--- config.mk ---
export PLATFORM = sky130hd
export DESIGN_NAME = if_fetch_buf
export DESIGN_NICKNAME = d
export VERILOG_FILES = /design/src/rtl/if_fetch_buf.sv
export SDC_FILE = /design/constraint.sdc
export NUM_CORES = 1
export LEC_CHECK = 0
export CORE_MARGIN = 2
export CORE_UTILIZATION = 45
export DETAILED_ROUTE_END_ITERATION = 16
export PLACE_DENSITY_LB_ADDON = 0.1
export SLEW_MARGIN = 20
export SYNTH_ARGS = -nofsm -noshare
export SYNTH_HDL_FRONTEND = slang
export SYNTH_SLANG_ARGS = --single-unit
--- constraint.sdc ---
create_clock -name clk -period 5 [get_ports clk]
set_input_delay 0.5 -clock clk [delete_from_list [all_inputs] [get_ports clk]]
set_output_delay 0.5 -clock clk [all_outputs]
set_load 0.01 [all_outputs]
--- src/rtl/if_fetch_buf.sv ---
// if_fetch_buf: instruction fetch sequencer with a small {pc, inst} buffer
// feeding the IF_ID stage. Issues reads only while buffer space is assured
// (credit = count + inflight), so a returning response always has a slot.
// Optional macro FETCH_BYPASS_EN: a response that arrives while the buffer
// is empty is presented directly on the outputs in its arrival cycle.
module if_fetch_buf #(
    parameter int unsigned         PC_WIDTH = 32,
    parameter int unsigned         DEPTH    = 4,
    parameter logic [PC_WIDTH-1:0] RESET_PC = '0
) (
    input  logic                clk,
    input  logic                rst,
    output logic                imem_re,
    output logic [PC_WIDTH-1:0] imem_raddr,
    input  logic [31:0]         imem_rdata,
    input  logic                redirect_i,
    input  logic [PC_WIDTH-1:0] redirect_pc_i,
    output logic                out_valid_o,
    input  logic                out_ready_i,
    output logic [PC_WIDTH-1:0] out_pc_o,
    output logic [31:0]         out_inst_o
);

    localparam int unsigned PTR_W = $clog2(DEPTH);
    localparam int unsigned CNT_W = $clog2(DEPTH + 1);

    typedef enum logic {
        ST_BOOT = 1'b0,
        ST_RUN  = 1'b1
    } state_e;

    state_e              state_q, state_d;
    logic [PC_WIDTH-1:0] fetch_pc_q, fetch_pc_d;
    logic [CNT_W-1:0]    count_q, count_d;
    logic [PTR_W-1:0]    rd_ptr_q, rd_ptr_d;
    logic [PTR_W-1:0]    wr_ptr_q, wr_ptr_d;
    logic                inflight_q, inflight_d;
    logic [PC_WIDTH-1:0] inflight_pc_q, inflight_pc_d;

    logic [PC_WIDTH-1:0] fifo_pc_q   [DEPTH];
    logic [31:0]         fifo_inst_q [DEPTH];

    logic [CNT_W:0]      used_w;
    logic                credit_ok_w;
    logic                resp_w;
    logic                fifo_nonempty_w;
    logic                push_w;
    logic                pop_w;
`ifdef FETCH_BYPASS_EN
    logic                byp_w;
`endif

    // Slots already committed: buffered entries plus the read still in flight.
    assign used_w          = {1'b0, count_q} + {{CNT_W{1'b0}}, inflight_q};
    assign credit_ok_w     = (used_w < (CNT_W + 1)'(DEPTH));
    assign resp_w          = inflight_q && !redirect_i;
    assign fifo_nonempty_w = (count_q != '0);
    assign pop_w           = fifo_nonempty_w && out_ready_i;
    assign imem_raddr      = fetch_pc_q;

`ifdef FETCH_BYPASS_EN
    // A response into an empty buffer goes straight out; it is only stored
    // if IF_ID cannot take it this cycle.
    assign byp_w  = resp_w && !fifo_nonempty_w;
    assign push_w = resp_w && !(byp_w && out_ready_i);
`else
    assign push_w = resp_w;
`endif

    // State register: BOOT holds for one cycle after reset release.
    always_ff @(posedge clk or negedge rst) begin
        if (!rst) begin
            state_q <= ST_BOOT;
        end else begin
            state_q <= state_d;
        end
    end

    // Next state: BOOT always moves to RUN; RUN is left only through reset.
    always_comb begin
        state_d = state_q;
        case (state_q)
            ST_BOOT: state_d = ST_RUN;
            ST_RUN:  state_d = ST_RUN;
            default: state_d = ST_BOOT;
        endcase
    end

    // FSM output: issue a read in RUN when no redirect and a slot is free.
    always_comb begin
        imem_re = 1'b0;
        if (state_q == ST_RUN) begin
            imem_re = !redirect_i && credit_ok_w;
        end
    end

    // Next-state for fetch address, buffer pointers/count and in-flight tracking.
    always_comb begin
        fetch_pc_d    = fetch_pc_q;
        count_d       = count_q;
        rd_ptr_d      = rd_ptr_q;
        wr_ptr_d      = wr_ptr_q;
        inflight_d    = imem_re;
        inflight_pc_d = inflight_pc_q;
        if (redirect_i) begin
            // Flush everything, including the response arriving now.
            fetch_pc_d = redirect_pc_i;
            count_d    = '0;
            rd_ptr_d   = '0;
            wr_ptr_d   = '0;
        end else begin
            if (imem_re) begin
                fetch_pc_d    = fetch_pc_q + PC_WIDTH'(4);
                inflight_pc_d = fetch_pc_q;
            end
            if (push_w) begin
                wr_ptr_d = wr_ptr_q + PTR_W'(1);
            end
            if (pop_w) begin
                rd_ptr_d = rd_ptr_q + PTR_W'(1);
            end
            case ({push_w, pop_w})
                2'b10:   count_d = count_q + CNT_W'(1);
                2'b01:   count_d = count_q - CNT_W'(1);
                default: count_d = count_q;
            endcase
        end
    end

    // Control registers, cleared asynchronously so outputs drop at once.
    always_ff @(posedge clk or negedge rst) begin
        if (!rst) begin
            fetch_pc_q <= RESET_PC;
            count_q    <= '0;
            rd_ptr_q   <= '0;
            wr_ptr_q   <= '0;
            inflight_q <= 1'b0;
        end else begin
            fetch_pc_q <= fetch_pc_d;
            count_q    <= count_d;
            rd_ptr_q   <= rd_ptr_d;
            wr_ptr_q   <= wr_ptr_d;
            inflight_q <= inflight_d;
        end
    end

    // Data storage: contents are qualified by count/inflight, so no reset.
    always_ff @(posedge clk) begin
        inflight_pc_q <= inflight_pc_d;
        if (push_w) begin
            fifo_pc_q[wr_ptr_q]   <= inflight_pc_q;
            fifo_inst_q[wr_ptr_q] <= imem_rdata;
        end
    end

    // Offer the buffer head (or the bypassed response); zero when idle.
    always_comb begin
        out_valid_o = fifo_nonempty_w;
        out_pc_o    = '0;
        out_inst_o  = '0;
        if (fifo_nonempty_w) begin
            out_pc_o   = fifo_pc_q[rd_ptr_q];
            out_inst_o = fifo_inst_q[rd_ptr_q];
        end
`ifdef FETCH_BYPASS_EN
        else if (byp_w) begin
            out_valid_o = 1'b1;
            out_pc_o    = inflight_pc_q;
            out_inst_o  = imem_rdata;
        end
`endif
    end

endmodule

==> results.md, run 1 <==
- Worst-margin pin slew: ~1.1 ns
- Async SR Flop Fraction: 12.5%
- Failing checks: hold timing
- Vias in the first global route: 7369
- Max Slew Vio Count: 0
- Die H: 174 µm
- Synth Register Bits: roughly 330
- Final setup fails: 0
- Post-synth EDFFs: roughly 290
- Synthesized cell area: ~0.013 mm²
- Nets@finish: 944
- Final wirelength: 27.4 mm
- Layout Skew: ~0.010 ns
- Clock sinks: about 330
- CP Launch Type: register
- Max cap viols: 0
- Reg2Reg Setup Slack: 1.86 ns
- HP Class: in2async
- Most common cell after layout, fill and taps aside: edfxtp_1
- Layout cell share with drive strength beyond 1: 15.6%
- DP HPWL: 15.9 mm
- Inserted Clock Buffers: 35
- TritonCTS clock tree: yes
- DRC: 0
- Post-CTS Setup Bufs: 0
- Top_reg_cell synth: edfxtp_1
- Hold WS: -0.00373 ns
- Drt via density: 5.54
- Total GRT Usage: 18.4%
- Filler Cell Count: about 2200
- Worst skew pair latency: 0.50 ns
- CTS Root Cell: clkbuf_16
- Metal3 WL: 1.73 mm
- Crit path DAT: 3.08 ns
- Min cycle time layout: 3.58 ns
- Site row count: 62
- GP Congestion: roughly 0.9
- Die Wd: approximately 170 µm
- Post-route setup TNS: 0 ns
- DR vias: 7081
- Synth-to-Final Area Change: 24.0%
- Max IR drop VDD: approximately 0.00024 V
- Total die area: 0.0302 mm²
- Synth warn: 0
- Power Density: 471 mW/mm²
- I/O Pins: 166
- PortBufs: 165
- Post-route ant nets: 0
- Final period utilization: a little under three quarters
- Slew headroom: 29.7%
- Leakage Power: 5.29 nW
- # resized after CTS: 0
- CP required: 4.50 ns
- Commonest non-fill, non-tap cells in the layout: 288 x edfxtp_1, 164 x clkdlybuf4s50_1, 65 x and2_1
- Max Used Layer: met4
- Drt pass-1 iters: 5
- Initial antenna violation count: 0
- FMAX: 280 MHz
- Ant. Diodes: 0
- # hold bufs at CTS: 0
- CP max FO: 21
- Total Power: ~0.0076 W
- Largest net degree at the start of global routing: between 60 and 70
- Post-synth cell types: 52
- Max clock buf depth: 3
- Register area share after synthesis: 74.6%
- Crit Path Category: reg2out
- Met1 WL: 11.8 mm
- Status: complete, but fails checks
- Grt ovf: 0
- RSZ-0062 raised after global routing: false
- Core Region: 0.0285 mm²
- Mapped Cells: 697
- Crit end category: primary output
- Initial Util: 45.4%
- Syn_nets: 771
- CTS H-tree lvls: 2
- Clock slew at reported path FFs: 0.06 ns
- Avg Cell Area, Syn: 18.6 µm²
- Met2 routed WL: about 13 mm
- DRT iter0 DRCs: 520
- First-pass GRT wire length: between 40 and 50 mm
- Hold Vio Cnt, Final: 3
- Average wire per standard cell: ~21 µm
Yosys cell counts, types with 2 or more instances:
cell type | instances | area share [%]
or3_1 | 4 | 0.19
mux2_2 | 2 | 0.17
nor2b_1 | 2 | 0.097
edfxtp_1 | 288 | 67
a41oi_1 | 3 | 0.20
a221o_1 | 3 | 0.23
nor2_1 | 19 | 0.55
nor3_1 | 2 | 0.077
a22oi_1 | 2 | 0.12
and3_1 | 5 | 0.24
a21oi_1 | 4 | 0.15
ha_1 | 5 | 0.48
and2_1 | 69 | 3.3
nand3_1 | 22 | 0.85
dfrtp_1 | 41 | 7.9
mux4_2 | 64 | 11
a31o_2 | 4 | 0.27
o21ai_0 | 18 | 0.69
inv_1 | 6 | 0.17
clkbuf_1 | 21 | 0.61
xor2_1 | 3 | 0.20
nand4_1 | 9 | 0.43
a32oi_1 | 2 | 0.14
buf_1 | 3 | 0.087
buf_2 | 7 | 0.27
o211ai_1 | 10 | 0.58
a31oi_1 | 2 | 0.097
mux2i_1 | 3 | 0.23
nand2_1 | 40 | 1.2
o311ai_0 | 10 | 0.68
and3_2 | 3 | 0.17
power by group:
part / total [W] / switching [W] / internal [W] / leakage [nW]
combinational: 0.00175 / 0.000744 / 0.00101 / 1.65
sequential: 0.00340 / 0.000233 / 0.00317 / 3.12
clock: 0.00241 / 0.00100 / 0.00140 / 0.522
metal layers:
| layer | track usage (%) | vias to the layer above |
|---|---|---|
| li1 | - | 3122 |
| met1 | 25.1 | 3654 |
| met2 | 30.5 | 267 |
| met3 | 3.95 | 38 |
| met4 | 4.73 | 0 |
| met5 | 0 | - |
kinds of logic after synthesis:
group,share of synthesized area (%)
AO/OA/AOI/OAI,3.29
XOR/XNOR,0.270
adder cells (fa/ha/maj),0.637
buffers and inverters,1.34
flip-flops,74.6
multiplexers,11.5
other,0.0289
AND/OR/NAND/NOR,8.28
sequential cells by signal (all words and copies together), names as in the netlist:
register and count:
state_q 1, imem_raddr 32, fifo_pc_q 128, fifo_inst_q 128, inflight_q 1, wr_ptr_q 2
rd_ptr_q 2, inflight_pc_q 32, count_q 3
path summary, 6_finish.rpt:
kind                       cells past startpoint                      start                          to
max in group asynchronous                      1                        rst     rd_ptr_q[0]$_DFFE_PN0P_
setup / recovery                               4       inflight_q$_DFF_PN0_                     imem_re
hold reg to reg                                0  imem_raddr[1]$_DFFE_PN0P_  inflight_pc_q[1]$_DFFE_PP_
setup reg to reg                               6       inflight_q$_DFF_PN0_  imem_raddr[12]$_DFFE_PN0P_
hold / removal                                 1                        rst  imem_raddr[21]$_DFFE_PN0P_
min in group clk                               0  imem_raddr[1]$_DFFE_PN0P_  inflight_pc_q[1]$_DFFE_PP_
through the flow:
step	area (µm²)	worst slack, ns	hold slack, ns	instances	util, %
global route	16100	1.23	0.0137	1279	56.3
global placement	15000	1.73	0.468	1217	52.6
floorplan	13000	2.15	0.204	697	-
CTS	16100	1.33	0.194	1279	56.3
finish	16100	1.42	-0.00373	1279	56.3
detailed placement	15000	1.63	0.467	1217	52.6
worst max-delay path, cell delays in order (launching register included):
cell and delay [ns]:
dfrtp_1 0.49, nand3_1 0.20, nand3_1 0.62, inv_2 0.62
clkdlybuf4s50_1 0.64
area by class of cell:
class,count,area [µm²],area share [%]
repair buffers,169,1690,10.5
clock inverters,13,106,0.662
flip-flops and latches,329,9680,60.2
multi-input cells,328,3130,19.5
clock buffers,49,960,5.97
inverters,7,26.3,0.163
well taps,384,480,2.99
No activity file was read; power rests on OpenSTA's default activity.
==> inputs of run 2 (changes only) <==
Clock period 5 ns to 2.91 ns, I/O delays scaled along.
==> run 2 against run 1 <==
  * The flow now finishes without violations
  * Clock power is 77% higher
  * Combinational power is 87% higher
  * Clock skew is 0.00074 ns higher
  * Hold slack better by 0.34 ns
  * Setup slack worse by 1.3 ns
  * Sequential power is 68% higher
  * Final area is 1.9% higher
  * Critical path depth stayed put
  * Sequential share of layout area is 1.1 points lower
  * First-iteration DRC count is 0.96% lower
  * Cell count is 1.4% higher
  * Critical path type unchanged
  * Largest cell class unchanged
  * Largest power group unchanged
  * Highest routed layer is now met5
==> results.md, run 2 (synthesis gave the netlist of run 1 again) <==
- Status: completed (was complete, but fails checks)
- Clock sinks: 329 (unchanged)
- Initial Util: 45.4% (unchanged)
- Utilization after layout: 57.4% (was 56.3%)
- Drt via density: 5.47 (was 5.54)
- DRT iter0 DRCs: 515 (was 520)
- GP Congestion: 0.850 (was 0.890)
- Average wire per standard cell: 21.3 µm (was 21.5 µm)
- Power Density: 808 mW/mm² (was 471 mW/mm²)
- Worst skew pair latency: 0.50 ns (about the same)
- Crit path largest cell delay: 0.56 ns (was 0.64 ns)
- Max clock buf depth: 3 (unchanged)
- PortBufs: 165 (unchanged)
- Largest net degree at the start of global routing: 66 (unchanged)
- Layout cell share with drive strength beyond 1: 16.8% (was 15.6%)
- FMAX: 357 MHz
- Reg2Reg Setup Slack: 0.60 ns (was 1.86 ns)
- HP Class: in2async (unchanged)
- Max IR drop VDD: 0.000336 V (was 0.000239 V)
- Internal power: 0.00986 W (was 0.00558 W)
- Post-CTS Setup Bufs: 0 (unchanged)
- TritonCTS clock tree: yes (unchanged)
- CP required: 2.62 ns (was 4.50 ns)
- Largest regs: fifo_inst_q x128, fifo_pc_q x128 (unchanged)
- Post-route ant nets: 0 (unchanged)
- I/O Pins: 166 (unchanged)
- Final period utilization: 96.2%
- Leakage Power: 5.43 nW (was 5.29 nW)
- Min cycle time layout: 2.80 ns
- Worst-margin pin slew: 1.03 ns (was 1.05 ns)
- Commonest non-fill, non-tap cells in the layout: 288 x edfxtp_1, 164 x clkdlybuf4s50_1, 65 x and2_1 (unchanged)
- Core Region: 0.0285 mm² (unchanged)
- CP startpoint: rd_ptr_q[0]$_DFFE_PN0P_ (was inflight_q$_DFF_PN0_)
- FF-to-FF End: imem_raddr[29]$_DFFE_PN0P_ (was imem_raddr[12]$_DFFE_PN0P_)
- Max Slew Vio Count: 0 (unchanged)
- Total die area: 0.0302 mm² (unchanged)
- Most common cell after layout, fill and taps aside: edfxtp_1 (unchanged)
- First-pass GRT wire length: 43.7 mm (was 42.8 mm)
- Ant. Diodes: 0 (unchanged)
- Sw Ratio: 25.5% (was 26.2%)
- Crit-path slowest cell: mux4_2 (was clkdlybuf4s50_1)
- Synth-to-Final Area Change: 26.3% (was 24.0%)
- CTS H-tree lvls: 2 (unchanged)
- DRC: 0 (unchanged)
- Clock slew at reported path FFs: 0.06 ns (about the same)
- Die H: 174 µm (unchanged)
- FF-to-FF Start: inflight_q$_DFF_PN0_ (unchanged)
- Crit path DAT: 2.51 ns (was 3.08 ns)
- CP Launch Type: register (unchanged)
- Max cap viols: 0 (unchanged)
- RSZ-0062 raised after global routing: false (unchanged)
- Site row count: 62 (unchanged)
- Total GRT Usage: 18.7% (was 18.4%)
- Sequential share of power: 43.1% (was 45.0%)
- Hold Vio Cnt, Final: 0 (was 3)
- DR vias: 7101 (was 7081)
- Clock power share: 32.1% (was 31.8%)
- Drt pass-1 iters: 5 (unchanged)
- Logic pwr share: 24.8% (was 23.2%)
- Crit end category: primary output (unchanged)
- Nets@finish: 962 (was 944)
- Fin area: 0.0164 mm² (was 0.0161 mm²)
- Vias in the first global route: 7483 (was 7369)
- Final wirelength: 27.7 mm (was 27.4 mm)
- Crit-path cells: buf_12 -> mux4_2 -> and2_1 -> clkdlybuf4s50_1 (was nand3_1 -> nand3_1 -> inv_2 -> clkdlybuf4s50_1)
- Slew headroom: 31.2% (was 29.7%)
- DP HPWL: 17.1 mm (was 15.9 mm)
- Final WS setup: 0.111 ns (was 1.42 ns)
- Placed cell area: 0.0152 mm² (was 0.0150 mm²)
- Initial antenna violation count: 1 (was 0)
- Layout Skew: 0.0109 ns (was 0.0101 ns)
- Die Wd: 174 µm (unchanged)
- Final setup fails: 0 (unchanged)
- CTS Root Cell: clkbuf_16 (unchanged)
- CP max FO: 22 (was 21)
- Post-route setup TNS: 0 ns (unchanged)
- NetSw: 0.00338 W (was 0.00198 W)
- Crit Path Category: reg2out (unchanged)
- Setup Slack @ Placement: 0.471 ns (was 1.63 ns)
- Critical Path End: out_pc_o[31] (was imem_re)
- Worst r2r path cells: 6 (unchanged)
- Inserted Clock Buffers: 35 (unchanged)
- Grt ovf: 0 (unchanged)
[run 2: how the worst min path moves through the flow]
| stage | depth (start not counted) | startpoint | end |
|---|---|---|---|
| 2_1_floorplan | 0 | rst | count_q[0]$_DFFE_PN0P_ |
| 3_3_place_gp | 0 | inflight_pc_q[3]$_DFFE_PP_ | fifo_pc_q[2][3]$_DFFE_PP_ |
| 3_5_place_dp | 0 | imem_raddr[0]$_DFFE_PN0P_ | inflight_pc_q[0]$_DFFE_PP_ |
| 4_1_cts | 3 | redirect_pc_i[30] | imem_raddr[30]$_DFFE_PN0P_ |
| 5_1_grt | 3 | redirect_pc_i[30] | imem_raddr[30]$_DFFE_PN0P_ |
| 6_report | 2 | rst | imem_raddr[11]$_DFFE_PN0P_ |
[run 2: layer usage]
layer,vias up,global-route usage [%],share of wire (%)
li1,3170,-,-
met1,3639,25.3,43
met2,247,31.1,50
met3,43,4.17,5.6
met4,2,4.73,2.0
met5,-,0,0.047
[run 2: cell type report]
| class | instances | area (µm²) |
|---|---|---|
| timing repair buffer | 187 | 1950 |
| clock inverter | 9 | 92.6 |
| fill | 2222 | 12200 |
| multi-input combinational | 328 | 3130 |
| tap | 384 | 480 |
| inverter | 7 | 26.3 |
| clock buffer | 53 | 1020 |
| sequential | 329 | 9680 |
[run 2: worst max-delay path: cells and delay by family (launching register included)]
| family | cells | cell delay (ns) |
|---|---|---|
| mux | 1 | 0.56 |
| flops | 1 | 0.54 |
| simple gates | 1 | 0.18 |
| buf+inv | 2 | 0.73 |
[run 2: timing repair]
action,4_1_cts,5_1_grt
hold buffers,1,0
setup endpoints to repair,3,41
resized for setup,1,0
hold endpoints to repair,4,0
gates cloned,0,1
[run 2: metrics by stage]
| step | hold WS, ns | instances | total power, W |
|---|---|---|---|
| 6_report | 0.337 | 1297 | 0.0132 |
| 5_1_grt | 0.360 | 1297 | 0.0139 |
| 4_1_cts | 0.343 | 1296 | 0.0134 |
| 3_5_place_dp | 0.467 | 1233 | 0.00910 |
| 3_3_place_gp | 0.466 | 1233 | 0.00905 |
| 2_1_floorplan | -0.00459 | 697 | 0.00740 |
[run 2: power by group through the flow]
stage	clock [W]	combinational [W]	sequential [W]
floorplan	0	0.00169	0.00571
global placement	0	0.00328	0.00577
detailed placement	0	0.00331	0.00579
CTS	0.00437	0.00333	0.00570
global route	0.00455	0.00356	0.00574
finish	0.00426	0.00328	0.00570
==> inputs of run 3 (changes only) <==
Settings changed: RECOVER_POWER set to 100, SETUP_SLACK_MARGIN set to 0.2.
==> run 3 against run 2 <==
  * First-iteration DRC count is 3.3% lower
  * Clock power hardly changed
  * Sequential power about the same
  * Critical path depth rose by 1
  * Die area did not move
  * Clock-buffer cell count is the same
  * Setup slack gained 0.036 ns
  * Hold slack better by 0.020 ns
  * Flip-flop and latch count did not move
  * Register-to-register slack worse by 0.31 ns
  * Cell count up 1.7%
  * Non-clock buffer count is 21 higher
  * Critical path type unchanged
  * Highest routed layer unchanged
==> results.md, run 3 (synthesis gave the netlist of run 1 again) <==
- Post-route setup TNS: 0 ns (unchanged)
- Inserted Clock Buffers: 35 (unchanged)
- Placed cell area: 0.0152 mm² (unchanged)
- Clock power share: 32.1% (about the same)
- Grt ovf: 0 (unchanged)
- Worst-margin pin slew: 1.12 ns (was 1.03 ns)
- HP Class: in2reg (was in2async)
- Total GRT Usage: 19.2% (was 18.7%)
- CTS H-tree lvls: 2 (unchanged)
- Crit Path Category: reg2out (unchanged)
- Clock sinks: 329 (unchanged)
- CP Launch Type: register (unchanged)
- Fin area: 0.0165 mm² (was 0.0164 mm²)
- TritonCTS clock tree: yes (unchanged)
- Max IR drop VDD: 0.000333 V (was 0.000336 V)
- Crit path DAT: 2.47 ns (was 2.51 ns)
- Die H: 174 µm (unchanged)
- Crit end category: primary output (unchanged)
- Sequential share of power: 42.9% (was 43.1%)
- DR vias: 7189 (was 7101)
- Hold WS: 0.357 ns (was 0.337 ns)
- RSZ-0062 raised after global routing: true (was false)
- Max Slew Vio Count: 0 (unchanged)
- Clock slew at reported path FFs: 0.06 ns (about the same)
- Sw Ratio: 26.1% (was 25.5%)
- DRC: 0 (unchanged)
- HP Start: redirect_pc_i[30]
- Initial antenna violation count: 2 (was 1)
- Power Density: 804 mW/mm² (was 808 mW/mm²)
- Worst skew pair latency: 0.50 ns (about the same)
- Nets@finish: 983 (was 962)
- I/O Pins: 166 (unchanged)
- Logic pwr share: 24.9% (was 24.8%)
- Min cycle time layout: 2.76 ns (was 2.80 ns)
- Layout cell share with drive strength beyond 1: 17.6% (was 16.8%)
- Crit path largest cell delay: 0.52 ns (was 0.56 ns)
- CP required: 2.62 ns (about the same)
- DP HPWL: 17.1 mm (unchanged)
- Layout Skew: 0.00944 ns (was 0.0109 ns)
- Die Wd: 174 µm (unchanged)
- Hold Vio Cnt, Final: 0 (unchanged)
- FF-to-FF Start: inflight_q$_DFF_PN0_ (unchanged)
- Final period utilization: 94.9% (was 96.2%)
- PortBufs: 165 (unchanged)
- DRT iter0 DRCs: 498 (was 515)
- Crit-path slowest cell: mux4_2 (unchanged)
- Utilization after layout: 57.7% (was 57.4%)
- Commonest non-fill, non-tap cells in the layout: 288 x edfxtp_1, 68 x dlygate4sd3_1, 64 x mux4_2 (was 288 x edfxtp_1, 164 x clkdlybuf4s50_1, 65 x and2_1)
- Largest net degree at the start of global routing: 66 (unchanged)
- Post-route ant nets: 0 (unchanged)
- Synth-to-Final Area Change: 27.1% (was 26.3%)
- CP max FO: 6 (was 22)
- Site row count: 62 (unchanged)
- Final setup fails: 0 (unchanged)
- Final wirelength: 28.6 mm (was 27.7 mm)
- Initial Util: 45.4% (unchanged)
- Max cap viols: 0 (unchanged)
- Drt via density: 5.45 (was 5.47)
- Max clock buf depth: 3 (unchanged)
- Drt pass-1 iters: 5 (unchanged)
- Largest regs: fifo_inst_q x128, fifo_pc_q x128 (unchanged)
- Core Region: 0.0285 mm² (unchanged)
- Crit-path cells: clkbuf_1 -> clkbuf_2 -> mux4_2 -> and2_0 -> clkdlybuf4s50_1 (was buf_12 -> mux4_2 -> and2_1 -> clkdlybuf4s50_1)
- First-pass GRT wire length: 44.7 mm (was 43.7 mm)
- Status: completed (unchanged)
- NetSw: 0.00345 W (was 0.00338 W)
- Total die area: 0.0302 mm² (unchanged)
- Leakage Power: 5.80 nW (was 5.43 nW)
- Vias in the first global route: 7565 (was 7483)
- CTS Root Cell: clkbuf_16 (unchanged)
- CP startpoint: rd_ptr_q[0]$_DFFE_PN0P_ (unchanged)
- Internal power: 0.00980 W (was 0.00986 W)
- Average wire per standard cell: 21.7 µm (was 21.3 µm)
- Slew headroom: 25.5% (was 31.2%)
- GP Congestion: 0.850 (unchanged)
- Most common cell after layout, fill and taps aside: edfxtp_1 (unchanged)
- FMAX: 362 MHz (was 357 MHz)
run 3: changes by cell type in the layout (fill, tap and decap cells not counted), moves of 3 or more:
cell and delta:
dlymetal6s2s_1 +6, and2_4 -3, clkdlybuf4s50_1 -115, and2_1 -22, dlygate4sd3_1 +67, dlymetal6s4s_1 +5
dlygate4sd2_1 +31, clkbuf_1 +7, and2_0 +24, clkbuf_4 +3, clkdlybuf4s25_1 +6, clkbuf_2 +9
run 3: power groups by stage:
stage	Combinational, W	Clock, W	Sequential, W
global placement	0.00328	0	0.00577
CTS	0.00353	0.00437	0.00569
floorplan	0.00169	0	0.00571
global route	0.00359	0.00455	0.00572
detailed placement	0.00331	0	0.00579
finish	0.00331	0.00426	0.00569
run 3: final timing paths:
| kind | endpoint | slack [ns] | cells after the start |
|---|---|---|---|
| max in group asynchronous | rd_ptr_q[1]$_DFFE_PN0P_ | 1.55 | 2 |
| max | out_pc_o[24] | 0.15 | 5 |
| max reg2reg | fifo_inst_q[3][29]$_DFFE_PP_ | 0.29 | 3 |
| min in group asynchronous | imem_raddr[13]$_DFFE_PN0P_ | 0.55 | 2 |
| min | imem_raddr[30]$_DFFE_PN0P_ | 0.36 | 3 |
| min reg2reg | inflight_pc_q[0]$_DFFE_PP_ | 0.48 | 0 |
run 3: metrics by stage:
step	std cells	setup WS [ns]	power, W
3_5_place_dp	1233	0.471	0.00910
5_1_grt	1318	0.0567	0.0139
2_1_floorplan	697	0.229	0.00740
3_3_place_gp	1233	0.529	0.00905
6_report	1319	0.147	0.0133
4_1_cts	1310	0.116	0.0136
run 3: timing repair:
item                                    CTS  global route
resized for setup                        38            19
hold buffers                              1             0
endpoints found under the hold margin     4             0
buffers inserted                         10             7
cloned                                    4             1
endpoints found under the setup margin   64            33
run 3: critical path, delay by kind of cell (launching register included):
family	cells	cell delay, ns
flops	1	0.46
simple gates	1	0.17
buf+inv	3	0.80
mux	1	0.52
run 3: final cells by class:
class / count / area, µm²
antenna: 1 / 2.50
timing repair buffer: 208 / 2080
clock buffer: 53 / 1020
clock inverter: 9 / 92.6
tap: 384 / 480
inverter: 7 / 26.3
multi-input combinational: 328 / 3100
sequential: 329 / 9680
fill: 2236 / 12100
run 3: layer usage:
metal	up-vias	track usage [%]	wire length, µm
met1	3695	26.2	12300
li1	3211	-	-
met3	42	4.06	1520
met2	239	31.9	14200
met4	2	4.80	534
met5	-	0	13
